$ cat src/rtl/fifo_arb_pkg.sv
// Shared types and helpers for the FIFO write-port arbiter.
package fifo_arb_pkg;

    typedef enum logic {
        ARB_IDLE  = 1'b0,
        ARB_GRANT = 1'b1
    } arb_state_t;

    localparam int unsigned STAT_W = 16;

    // Index width for n requesters; never narrower than one bit.
    function automatic int unsigned id_width(input int unsigned n);
        return (n > 1) ? $clog2(n) : 1;
    endfunction

    // Priority pointer after releasing grant_id: the next index, wrapping to 0.
    function automatic int unsigned rr_next(input int unsigned grant_id, input int unsigned num_req);
        return (grant_id + 1 >= num_req) ? 0 : grant_id + 1;
    endfunction

endpackage

$ cat src/rtl/fifo_wr_arbiter_if.sv
// Requester-side and FIFO-side signals of the write arbiter; master is the arbiter.
interface fifo_wr_arbiter_if
    import fifo_arb_pkg::*;
#(
    parameter int unsigned DATA_WIDTH = 32,
    parameter int unsigned NUM_REQ    = 4,
    parameter int unsigned GW         = id_width(NUM_REQ)
);
    logic [NUM_REQ-1:0]            req_valid;
    logic [NUM_REQ*DATA_WIDTH-1:0] req_data;
    logic [NUM_REQ-1:0]            req_last;
    logic [NUM_REQ-1:0]            req_ready;
    logic                          grant_valid;
    logic [GW-1:0]                 grant_id;
    logic                          fifo_wr_en;
    logic [DATA_WIDTH-1:0]         fifo_wr_data;
    logic                          fifo_wr_full;

    modport master (
        input  req_valid, req_data, req_last, fifo_wr_full,
        output req_ready, grant_valid, grant_id, fifo_wr_en, fifo_wr_data
    );

    modport slave (
        output req_valid, req_data, req_last, fifo_wr_full,
        input  req_ready, grant_valid, grant_id, fifo_wr_en, fifo_wr_data
    );
endinterface

$ cat src/rtl/rr_priority_picker.sv
// Combinational round-robin picker: first set request at or after rr_ptr, wrapping.
module rr_priority_picker
    import fifo_arb_pkg::*;
#(
    parameter int unsigned NUM_REQ = 4,
    parameter int unsigned GW      = id_width(NUM_REQ)
) (
    input  logic [NUM_REQ-1:0] req,
    input  logic [GW-1:0]      rr_ptr,
    output logic               found,
    output logic [GW-1:0]      idx
);
    int unsigned cand;

    // Scan from the farthest offset down so the nearest hit overwrites earlier ones.
    always_comb begin
        idx   = '0;
        cand  = 0;
        found = |req;
        for (int k = int'(NUM_REQ) - 1; k >= 0; k--) begin
            cand = 32'(rr_ptr) + 32'(k);
            if (cand >= NUM_REQ) begin
                cand = cand - NUM_REQ;
            end
            if (req[GW'(cand)]) begin
                idx = GW'(cand);
            end
        end
    end
endmodule

$ cat src/rtl/fifo_wr_arbiter.sv
// Packet-granular round-robin arbiter sharing one FIFO write port among NUM_REQ producers.
// Optional FIFO_ARB_STATS_EN adds accepted-word and full-stall counters.
module fifo_wr_arbiter
    import fifo_arb_pkg::*;
#(
    parameter int unsigned DATA_WIDTH = 32,
    parameter int unsigned NUM_REQ    = 4,
    parameter int unsigned MAX_BURST  = 8
) (
    input  logic                        clk,
    input  logic                        rst,
    fifo_wr_arbiter_if.master           bus
`ifdef FIFO_ARB_STATS_EN
    ,
    output logic [NUM_REQ*STAT_W-1:0]   stat_words,
    output logic [STAT_W-1:0]           stat_full_cyc
`endif
);
    localparam int unsigned GW = id_width(NUM_REQ);
    localparam int unsigned BW = $clog2(MAX_BURST + 1);

    arb_state_t            state;
    logic [GW-1:0]         rr_ptr;
    logic [GW-1:0]         grant_id;
    logic                  grant_valid;
    logic [BW-1:0]         burst_cnt;

    logic                  pick_found;
    logic [GW-1:0]         pick_idx;
    logic                  sel_valid;
    logic                  sel_last;
    logic [DATA_WIDTH-1:0] sel_data;
    logic                  granted;
    logic                  xfer;
    logic                  pkt_end;
    logic [NUM_REQ-1:0]    req_ready_c;

    rr_priority_picker #(
        .NUM_REQ (NUM_REQ),
        .GW      (GW)
    ) u_picker (
        .req    (bus.req_valid),
        .rr_ptr (rr_ptr),
        .found  (pick_found),
        .idx    (pick_idx)
    );

    // Mux the grant holder's request lines.
    always_comb begin
        sel_valid = 1'b0;
        sel_last  = 1'b0;
        sel_data  = '0;
        for (int i = 0; i < int'(NUM_REQ); i++) begin
            if (grant_id == GW'(i)) begin
                sel_valid = bus.req_valid[i];
                sel_last  = bus.req_last[i];
                sel_data  = bus.req_data[i*DATA_WIDTH +: DATA_WIDTH];
            end
        end
    end

    assign granted = (state == ARB_GRANT);
    assign xfer    = granted && sel_valid && !bus.fifo_wr_full;
    assign pkt_end = xfer && (sel_last || (burst_cnt == BW'(MAX_BURST - 1)));

    always_comb begin
        req_ready_c = '0;
        for (int i = 0; i < int'(NUM_REQ); i++) begin
            if (granted && !bus.fifo_wr_full && (grant_id == GW'(i))) begin
                req_ready_c[i] = 1'b1;
            end
        end
    end

    assign bus.req_ready    = req_ready_c;
    assign bus.fifo_wr_en   = xfer;
    assign bus.fifo_wr_data = xfer ? sel_data : '0;
    assign bus.grant_valid  = grant_valid;
    assign bus.grant_id     = grant_id;

    // Grant FSM: one arbitration cycle, then hold until packet end or burst limit.
    always_ff @(posedge clk or posedge rst) begin
        if (rst) begin
            state       <= ARB_IDLE;
            rr_ptr      <= '0;
            burst_cnt   <= '0;
            grant_id    <= '0;
            grant_valid <= 1'b0;
        end else begin
            case (state)
                ARB_IDLE: begin
                    if (pick_found) begin
                        grant_id    <= pick_idx;
                        grant_valid <= 1'b1;
                        burst_cnt   <= '0;
                        state       <= ARB_GRANT;
                    end
                end
                ARB_GRANT: begin
                    if (xfer) begin
                        burst_cnt <= burst_cnt + 1'b1;
                    end
                    if (pkt_end) begin
                        grant_valid <= 1'b0;
                        rr_ptr      <= GW'(rr_next(32'(grant_id), NUM_REQ));
                        state       <= ARB_IDLE;
                    end
                end
                default: state <= ARB_IDLE;
            endcase
        end
    end

`ifdef FIFO_ARB_STATS_EN
    logic full_stall;
    assign full_stall = granted && sel_valid && bus.fifo_wr_full;

    // Saturating per-requester word counters and full-stall cycle counter.
    always_ff @(posedge clk or posedge rst) begin
        if (rst) begin
            stat_words    <= '0;
            stat_full_cyc <= '0;
        end else begin
            for (int i = 0; i < int'(NUM_REQ); i++) begin
                if (xfer && (grant_id == GW'(i)) && (stat_words[i*STAT_W +: STAT_W] != '1)) begin
                    stat_words[i*STAT_W +: STAT_W] <= stat_words[i*STAT_W +: STAT_W] + 1'b1;
                end
            end
            if (full_stall && (stat_full_cyc != '1)) begin
                stat_full_cyc <= stat_full_cyc + 1'b1;
            end
        end
    end
`endif
endmodule

$ cat src/flat_wrapper.sv
// flat-port wrapper written by rule: the top's interface ports become plain ports
module fifo_wr_arbiter_flat import fifo_arb_pkg::*;
#(
    parameter int unsigned DATA_WIDTH = 32,
    parameter int unsigned NUM_REQ    = 4,
    parameter int unsigned MAX_BURST  = 8
)
  (clk, rst, bus_req_valid, bus_req_data, bus_req_last, bus_fifo_wr_full, bus_req_ready, bus_grant_valid, bus_grant_id, bus_fifo_wr_en, bus_fifo_wr_data);
  fifo_wr_arbiter_if #(.DATA_WIDTH(DATA_WIDTH), .NUM_REQ(NUM_REQ), .GW((id_width((4))))) bus_i ();
  input  logic clk;
  input  logic rst;
  input wire logic [$bits(bus_i.req_valid)-1:0] bus_req_valid;
  input wire logic [$bits(bus_i.req_data)-1:0] bus_req_data;
  input wire logic [$bits(bus_i.req_last)-1:0] bus_req_last;
  input wire logic [$bits(bus_i.fifo_wr_full)-1:0] bus_fifo_wr_full;
  output wire logic [$bits(bus_i.req_ready)-1:0] bus_req_ready;
  output wire logic [$bits(bus_i.grant_valid)-1:0] bus_grant_valid;
  output wire logic [$bits(bus_i.grant_id)-1:0] bus_grant_id;
  output wire logic [$bits(bus_i.fifo_wr_en)-1:0] bus_fifo_wr_en;
  output wire logic [$bits(bus_i.fifo_wr_data)-1:0] bus_fifo_wr_data;
  assign bus_i.req_valid = bus_req_valid;
  assign bus_i.req_data = bus_req_data;
  assign bus_i.req_last = bus_req_last;
  assign bus_i.fifo_wr_full = bus_fifo_wr_full;
  assign bus_req_ready = bus_i.req_ready;
  assign bus_grant_valid = bus_i.grant_valid;
  assign bus_grant_id = bus_i.grant_id;
  assign bus_fifo_wr_en = bus_i.fifo_wr_en;
  assign bus_fifo_wr_data = bus_i.fifo_wr_data;
  fifo_wr_arbiter #(.DATA_WIDTH(DATA_WIDTH), .NUM_REQ(NUM_REQ), .MAX_BURST(MAX_BURST)) u_core (.clk(clk), .rst(rst), .bus(bus_i));
endmodule
$ cat config.mk
export PLATFORM = sky130hd
export DESIGN_NAME = fifo_wr_arbiter_flat
export DESIGN_NICKNAME = d
export VERILOG_FILES = /design/src/rtl/fifo_arb_pkg.sv /design/src/rtl/fifo_wr_arbiter_if.sv /design/src/rtl/rr_priority_picker.sv /design/src/rtl/fifo_wr_arbiter.sv /design/src/flat_wrapper.sv
export SDC_FILE = /design/constraint.sdc
export NUM_CORES = 1
export LEC_CHECK = 0
export CAP_MARGIN = 20
export CORE_ASPECT_RATIO = 0.6
export CORE_MARGIN = 2
export CORE_UTILIZATION = 29
export DETAILED_ROUTE_END_ITERATION = 6
export GPL_ROUTABILITY_DRIVEN = 1
export HOLD_SLACK_MARGIN = 0.15
export PLACE_DENSITY = 0.82
export SETUP_SLACK_MARGIN = 0.05
export SLEW_MARGIN = 25
export SYNTH_ARGS = -nofsm -noshare
export SYNTH_HDL_FRONTEND = slang
export SYNTH_SLANG_ARGS = --single-unit
export TNS_END_PERCENT = 5
$ cat constraint.sdc
create_clock -name clk -period 2 [get_ports clk]
set_input_delay 0.2 -clock clk [delete_from_list [all_inputs] [get_ports clk]]
set_output_delay 0.2 -clock clk [all_outputs]
set_load 0.1 [all_outputs]
==> impl_metrics.csv, run 1 <==
group,metric,value,unit
logic_synthesis,gate_count_after_technology_mapping,229,
cells_and_area,layout.cells.most_common_list,"sky130_fd_sc_hd__clkdlybuf4s50_1, sky130_fd_sc_hd__buf_12, sky130_fd_sc_hd__nand2_1, sky130_fd_sc_hd__buf_4",
clock_tree,cts.root.buffer_cell,"sky130_fd_sc_hd__clkbuf_8",
logic_synthesis,synth_cell_types,41,
clock_tree,cts_hold_buffers,0,
setup_path,cp.buffers_inverters,4,
setup_path,setup.worst_path.start,"u_core.bus.grant_id[0]$_DFFE_PP0P_",
setup_path,r2r_start,"u_core.bus.grant_id[0]$_DFFE_PP0P_",
clock_tree,clkLatencyLatePin,0.24,ns
setup_path,timing.critical_path.cells,"inv_4 -> ha_4 -> nor2b_4 -> buf_4 -> buf_12 -> a221o_1 -> o211ai_1 -> a21oi_4 -> buf_12",
cells_and_area,stdcell_area,4770,sq um
worst_hold_path,timing.hold.worst.class,"in -> async",
cells_and_area,n_antenna_cell,0,
drt,drt-total-wl,10100,microns
global_routing,antenna_found_initial,0,
setup_path,crit_cells,9,
sta,timing.final.ws_setup,-0.337,ns
place,place_congestion,0.964,
logic_synthesis,synth_sequential_area_ratio,14.9,%
logic_synthesis,yosys.area.top_type,"sky130_fd_sc_hd__a221o_1",
clock_tree,htreeDepth,1,
sta,timing.max_slew.rel_slack,67.0,%
die,fp.coreArea,5600,sq um
setup_path,worstReg2RegEnd,"u_core.rr_ptr[0]$_DFFE_PP0P_",
clock_tree,cts_tree,"yes",
sta,max_freq,428,MHz
setup_path,critPathRequiredTime,1.80,ns
setup_path,slowest_delay,0.51,ns
logic_synthesis,synth_area_per_cell,7.35,sq um
place,placed_wire_length_estimate_after_detailed_placement,8110,microns
logic_synthesis,synth_top_flop_cell,"sky130_fd_sc_hd__dfrtp_1",
global_routing,globalRouteOverflowTotal,0,
sta,timing.clock.skew,0.00252,ns
setup_path,worst_path_dominant_cell_family,"buffers and inverters",
pwr,ir_drop,992,uV
global_routing,first_pass_grt_wire_length,15100,microns
clock_tree,clock_sink_count,10,
logic_synthesis,ys_warns,0,
setup_path,worst_setup_path_end_kind,"primary output",
setup_path,critPathCapture,"bus_fifo_wr_data[9]",
cells_and_area,utilization,85.3,%
sta,final-max-slew-violation-count,0,
drt,viasPerCell,5.52,
clock_tree,clk_pin_slew_worst_paths,0.05,ns
die,floorplan.die.height,63.0,microns
setup_path,arrival,2.14,ns
cells_and_area,fraction_of_final_layout_cells_with_drive_strength_greater_than_1,32.9,%
sta,timing_hold_violations_final,0,
logic_synthesis,netlist_area,1680,sq um
sta,rsz0062_at_grt,"yes",
logic_synthesis,synth_async_sr_flop_share,100,%
place,placed_area,4590,sq um
place,portBuffers,178,
cells_and_area,synthToLayoutAreaGrowth,184,%
logic_synthesis,number_of_synthesized_flops_with_an_enable_pin,0,
drt,drt-initial-drc-count,185,
die,die-width,102,microns
drt,via_count,2810,
clock_tree,cts_buffer_depth,2,
pwr,power.density,1560,nW/um^2
status,run_status,"complete, but fails checks",
setup_path,ff2ff_path_depth,8,
cells_and_area,final_common_cell,"sky130_fd_sc_hd__clkdlybuf4s50_1",
die,start_util,30.1,%
setup_path,worstSetupPathType,"reg -> out",
pwr,static-leakage-power,1.70,nW
setup_path,crit_path_top_delay_cell,"sky130_fd_sc_hd__dfrtp_4",
die,io_pins,179,
die,dieArea,6450,sq um
logic_synthesis,synthesis.nets,373,
logic_synthesis,yosysTopAreaCellShare,19.0,%
logic_synthesis,synth.area.top_cells,"sky130_fd_sc_hd__a221o_1, sky130_fd_sc_hd__dfrtp_1, sky130_fd_sc_hd__o211ai_1",
sta,min_period_over_period,117,%
setup_path,critical-path-top-cell-by-count,"sky130_fd_sc_hd__buf_12",
setup_path,crit_path_start_kind,"flip-flop",
drt,drc,0,
sta,report.final.setup_viol,36,
die,placement_rows,21,
drt,first_pass_iters,5,
global_routing,maximum_number_of_pins_on_one_net_before_global_route_repair,24,
sta,actual_transition_at_the_worst_max_transition_pin,0.494,ns
global_routing,globalRouteTotalUtil,30.3,%
logic_synthesis,synth-seq-cells,10,
global_routing,grt_pass1_vias,2884,
sta,period_minus_slack,2.34,ns
clock_tree,cts_buffers,3,
setup_path,worst-r2r-setup-slack,-0.07,ns
status,violated_checks,"negative setup slack",
setup_path,crit_path_max_fanout,8,
cells_and_area,finalNetCount,574,
drt,final_antenna_violating_net_count,0,
run,timing.max_cap.violations,0,
drt,route.detailed.wl_per_inst,19.8,microns
-- worst reg2reg max path: stages, from the launching register on --
cell,delay (ns)
sky130_fd_sc_hd__dfrtp_4,0.51
sky130_fd_sc_hd__buf_4,0.16
sky130_fd_sc_hd__ha_4,0.18
sky130_fd_sc_hd__a211oi_1,0.20
sky130_fd_sc_hd__buf_4,0.16
sky130_fd_sc_hd__o21ai_4,0.07
sky130_fd_sc_hd__buf_4,0.17
sky130_fd_sc_hd__o211ai_2,0.13
sky130_fd_sc_hd__mux2_1,0.36
-- logic make-up (layout without fill, tap and decap cells) --
kind of cell    count (synthesis)  in the layout  synth area share, %
compound gates                116            116                 52.7
xor+xnor                        1              1                0.521
fa+ha+maj                       5              5                 3.72
buf+inv                        35            235                 9.07
flops                          10             10                 14.9
mux                             4              4                 2.60
simple gates                   58             58                 16.5
-- state kept, by name, indices dropped and copies added (netlist names) --
signal                  count
u_core.burst_cnt            4
u_core.bus.grant_id         2
u_core.bus.grant_valid      1
u_core.granted              1
u_core.rr_ptr               2
-- power by group --
part | total [mW] | leakage (nW) | switching, mW | internal (mW)
Clock | 0.264 | 0.0288 | 0.0898 | 0.174
Combinational | 6.77 | 1.55 | 3.97 | 2.80
Sequential | 0.396 | 0.120 | 0.102 | 0.294
-- worst min path at each step --
| stage | startpoint | endpoint | slack (ns) | depth (start not counted) |
|---|---|---|---|---|
| after global placement | rst | u_core.bus.grant_valid$_DFFE_PP0P_ | 0.50 | 2 |
| after global routing | rst | u_core.granted$_DFF_PP0_ | 0.29 | 2 |
| after detailed placement | u_core.bus.grant_valid$_DFFE_PP0P_ | u_core.bus.grant_valid$_DFFE_PP0P_ | 0.49 | 1 |
| after floorplan | rst | u_core.burst_cnt[0]$_DFFE_PP0P_ | 0.04 | 1 |
| after CTS | rst | u_core.bus.grant_valid$_DFFE_PP0P_ | 0.26 | 2 |
| final | rst | u_core.bus.grant_valid$_DFFE_PP0P_ | 0.25 | 2 |
-- cell usage after synthesis, drive strengths merged, types with 3 or more instances --
| cell type | count |
|---|---|
| buf | 10 |
| a21oi | 37 |
| mux2 | 3 |
| nor2 | 4 |
| inv | 10 |
| a221o | 32 |
| o21ai | 5 |
| dfrtp | 10 |
| ha | 5 |
| o211ai | 33 |
| clkbuf | 15 |
| nand2 | 38 |
-- final cells by class --
type,instances,area (sq um)
clock buffers,4,55.1
fillers,311,822
inverters,10,47.5
multi-input cells,184,1740
flip-flops and latches,10,258
well taps,80,100
repair buffers,221,2580
-- stage by stage --
| step | worst slack [ns] | hold slack [ns] | TNS [ns] | total power [mW] | std cells |
|---|---|---|---|---|---|
| 6_report | -0.337 | 0.249 | -9.62 | 7.43 | 509 |
| 5_1_grt | -0.427 | 0.292 | -13.13 | 7.74 | 509 |
| 4_1_cts | -0.298 | 0.257 | -8.91 | 7.40 | 509 |
| 3_5_place_dp | -0.119 | 0.491 | -1.99 | 6.74 | 499 |
| 3_3_place_gp | -0.0133 | 0.496 | -0.0673 | 6.63 | 499 |
| 2_1_floorplan | -0.333 | 0.0402 | -12.26 | 4.76 | 229 |
-- per-layer routing --
layer	track usage (%)	vias to the layer above	part of all wire, %
met5	0	-	0
met4	6.17	0	2.2
met3	4.92	22	8.8
met2	54.4	161	50
met1	37.9	1323	39
li1	-	1304	-
-- timing repair --
item                                    in CTS  in global routing
setup buffers                                4                  0
gates resized for setup                     10                  1
endpoints found under the setup margin      40                 41
pin swaps                                    9                  1
cloned                                       2                  0
(Power assumes the default switching activity.)
==> run 2: changes to the inputs <==
--- a/config.mk
+++ b/config.mk
@@ -6,9 +6,11 @@
 export NUM_CORES = 1
 export LEC_CHECK = 0
 export CAP_MARGIN = 20
+export CELL_PAD_IN_SITES_DETAIL_PLACEMENT = 0
+export CELL_PAD_IN_SITES_GLOBAL_PLACEMENT = 1
 export CORE_ASPECT_RATIO = 0.6
 export CORE_MARGIN = 2
-export CORE_UTILIZATION = 29
+export CORE_UTILIZATION = 18
 export DETAILED_ROUTE_END_ITERATION = 6
 export GPL_ROUTABILITY_DRIVEN = 1
 export HOLD_SLACK_MARGIN = 0.15
==> impl_metrics.csv, run 2 (synthesis gave the netlist of run 1 again) <==
group,metric,value,unit
status,run_status,"complete, but fails checks",
status,violated_checks,"negative setup slack",
setup_path,worst-r2r-setup-slack,-0.10,ns
die,dieArea,10200,sq um
global_routing,gr-max-usage-layer,"met2",
global_routing,antenna_found_initial,0,
cells_and_area,count_of_placed_standard_cells_in_the_final_layout_fillers_left_out,542,
sta,min_period_over_period,113,%
cells_and_area,utilization,53.6,%
pwr,power_switching_share,55.2,%
sta,max_freq,442,MHz
setup_path,r2r_start,"u_core.bus.grant_id[1]$_DFFE_PP0P_",
setup_path,slowest_delay,0.50,ns
drt,drc,0,
place,placed_wire_length_estimate_after_detailed_placement,7650,microns
cells_and_area,largest_registers,"u_core.burst_cnt (4), u_core.bus.grant_id (2), u_core.rr_ptr (2)",
clock_tree,clkLatencyLatePin,0.24,ns
pwr,clock_power_share,5.2,%
drt,route.detailed.wl_per_inst,17.9,microns
cells_and_area,stdcell_area,4880,sq um
cells_and_area,max_flop_register,"u_core.burst_cnt",
sta,final-max-slew-violation-count,0,
pwr,ir_drop,1340,uV
cells_and_area,final_common_cell,"sky130_fd_sc_hd__clkdlybuf4s50_1",
global_routing,globalRouteTotalUtil,18.7,%
global_routing,grt_pass1_vias,2872,
die,floorplan.die.height,78.9,microns
setup_path,critPathRequiredTime,1.80,ns
setup_path,crit_path_max_fanout,12,
die,fp.coreArea,9120,sq um
drt,first_pass_iters,4,
cells_and_area,fraction_of_final_layout_cells_with_drive_strength_greater_than_1,32.9,%
drt,drt-initial-drc-count,62,
global_routing,met1_usage,24.4,%
global_routing,grt.met3_usage,3.10,%
pwr,static-leakage-power,1.72,nW
sta,fin_tns_setup,-8.05,ns
pwr,power.sequential.fraction,5.2,%
clock_tree,cts_buffer_depth,2,
cells_and_area,finalNetCount,571,
cells_and_area,layout.cells.most_common_list,"sky130_fd_sc_hd__clkdlybuf4s50_1, sky130_fd_sc_hd__buf_12, sky130_fd_sc_hd__nand2_1",
drt,final_antenna_violating_net_count,0,
clock_tree,cts_buffers,3,
sta,timing_hold_violations_final,0,
setup_path,crit_path_top_delay_cell,"sky130_fd_sc_hd__dfrtp_4",
cells_and_area,largest_reg_flops,4,
cells_and_area,synthToLayoutAreaGrowth,190,%
drt,drt-total-wl,9720,microns
setup_path,ff2ff_path_depth,9,
place,place_congestion,0.810,
cells_and_area,n_antenna_cell,0,
die,start_util,18.4,%
place,portBuffers,178,
setup_path,timing.critical_path.cells,"inv_4 -> ha_4 -> nor2b_4 -> buf_6 -> a221o_1 -> o211ai_1 -> a21oi_4 -> buf_12",
pwr,pwr-share-comb,89.6,%
clock_tree,clk_pin_slew_worst_paths,0.04,ns
global_routing,maximum_number_of_pins_on_one_net_before_global_route_repair,21,
sta,report.final.setup_viol,36,
setup_path,crit_path_start_kind,"flip-flop",
setup_path,worstSetupPathType,"reg -> out",
pwr,cell_int_power,3.38,mW
clock_tree,htreeDepth,1,
drt,viasPerCell,5.01,
drt,via_count,2713,
sta,actual_transition_at_the_worst_max_transition_pin,0.477,ns
global_routing,globalRouteMet2Util,33.4,%
die,placement_rows,27,
sta,timing.clock.skew,0.00231,ns
pwr,switching_power,4.15,mW
global_routing,globalRouteOverflowTotal,0,
pwr,power.density,1540,nW/um^2
sta,fin_hold_ws,0.242,ns
setup_path,arrival,2.06,ns
worst_hold_path,timing.hold.worst.class,"in -> async",
place,dp_worst_setup_slack,-0.0853,ns
die,die-width,129,microns
sta,timing.final.ws_setup,-0.264,ns
sta,timing.max_slew.rel_slack,68.1,%
setup_path,worst_setup_path_end_kind,"primary output",
sta,period_minus_slack,2.26,ns
clock_tree,cts.root.buffer_cell,"sky130_fd_sc_hd__clkbuf_16",
global_routing,first_pass_grt_wire_length,15100,microns
run,timing.max_cap.violations,0,
sta,rsz0062_at_grt,"yes",
die,io_pins,179,
clock_tree,clock_sink_count,10,
setup_path,worstReg2RegEnd,"u_core.rr_ptr[1]$_DFFE_PP0P_",
place,placed_area,4620,sq um
pwr,design_power_total,7.53,mW
clock_tree,cts_tree,"yes",
place,place_inst,532,
## run 2: cell count changes in the layout (fill, tap and decap cells not counted), moves of 2 or more
| cell | before | now |
|---|---|---|
| sky130_fd_sc_hd__buf_6 | 4 | 6 |
| sky130_fd_sc_hd__clkbuf_16 | 0 | 3 |
| sky130_fd_sc_hd__buf_4 | 36 | 30 |
| sky130_fd_sc_hd__clkbuf_8 | 4 | 1 |
| sky130_fd_sc_hd__buf_16 | 1 | 4 |
## run 2: power by group through the flow
stage | combinational [mW] | clock, mW | sequential [mW]
after detailed placement | 6.42 | 0 | 0.385
after global routing | 7.12 | 0.416 | 0.404
final | 6.75 | 0.395 | 0.389
after floorplan | 4.21 | 0 | 0.557
after CTS | 6.76 | 0.400 | 0.387
after global placement | 6.34 | 0 | 0.379
## run 2: metal layers
layer,vias to the layer above,part of all wire [%]
met5,-,0
met3,4,6.9
met1,1305,44
li1,1300,-
met2,104,49
met4,0,0.35
## run 2: critical path: cells and delay by family, from the launching register on
kind,cells,cell delay (ns)
buffers and inverters,3,0.48
AOI/OAI and AO/OA,3,0.49
adders and majority gates,1,0.16
DFF,1,0.50
and+or+nand+nor,1,0.19
## run 2: worst max path at each step
| stage | startpoint | end | slack [ns] | depth (start not counted) |
|---|---|---|---|---|
| final | u_core.bus.grant_id[0]$_DFFE_PP0P_ | bus_fifo_wr_data[1] | -0.26 | 8 |
| after global routing | u_core.bus.grant_id[1]$_DFFE_PP0P_ | bus_fifo_wr_data[24] | -0.36 | 8 |
| after CTS | u_core.bus.grant_id[0]$_DFFE_PP0P_ | bus_fifo_wr_data[22] | -0.26 | 9 |
| after detailed placement | u_core.bus.grant_id[0]$_DFFE_PP0P_ | bus_fifo_wr_data[1] | -0.09 | 7 |
| after global placement | u_core.bus.grant_id[0]$_DFFE_PP0P_ | bus_fifo_wr_data[10] | -0.03 | 7 |
| after floorplan | u_core.bus.grant_id[1]$_DFFE_PP0P_ | bus_fifo_wr_data[12] | -0.33 | 8 |
## run 2: final cells by class
class                      instances  area [sq um]
sequential                        10           258
timing repair buffer             218          2580
tap                              116           145
clock buffer                       4          88.8
fill                             795          4240
multi-input combinational        184          1760
inverter                          10          47.5
## run 2: timing repair
action / in CTS / in global routing
gates resized for setup: 16 / 4
gates cloned: 2 / 0
setup endpoints to repair: 40 / 42
hold buffers: 0 / 0
buffers inserted: 4 / 0
pin swaps: 4 / 3
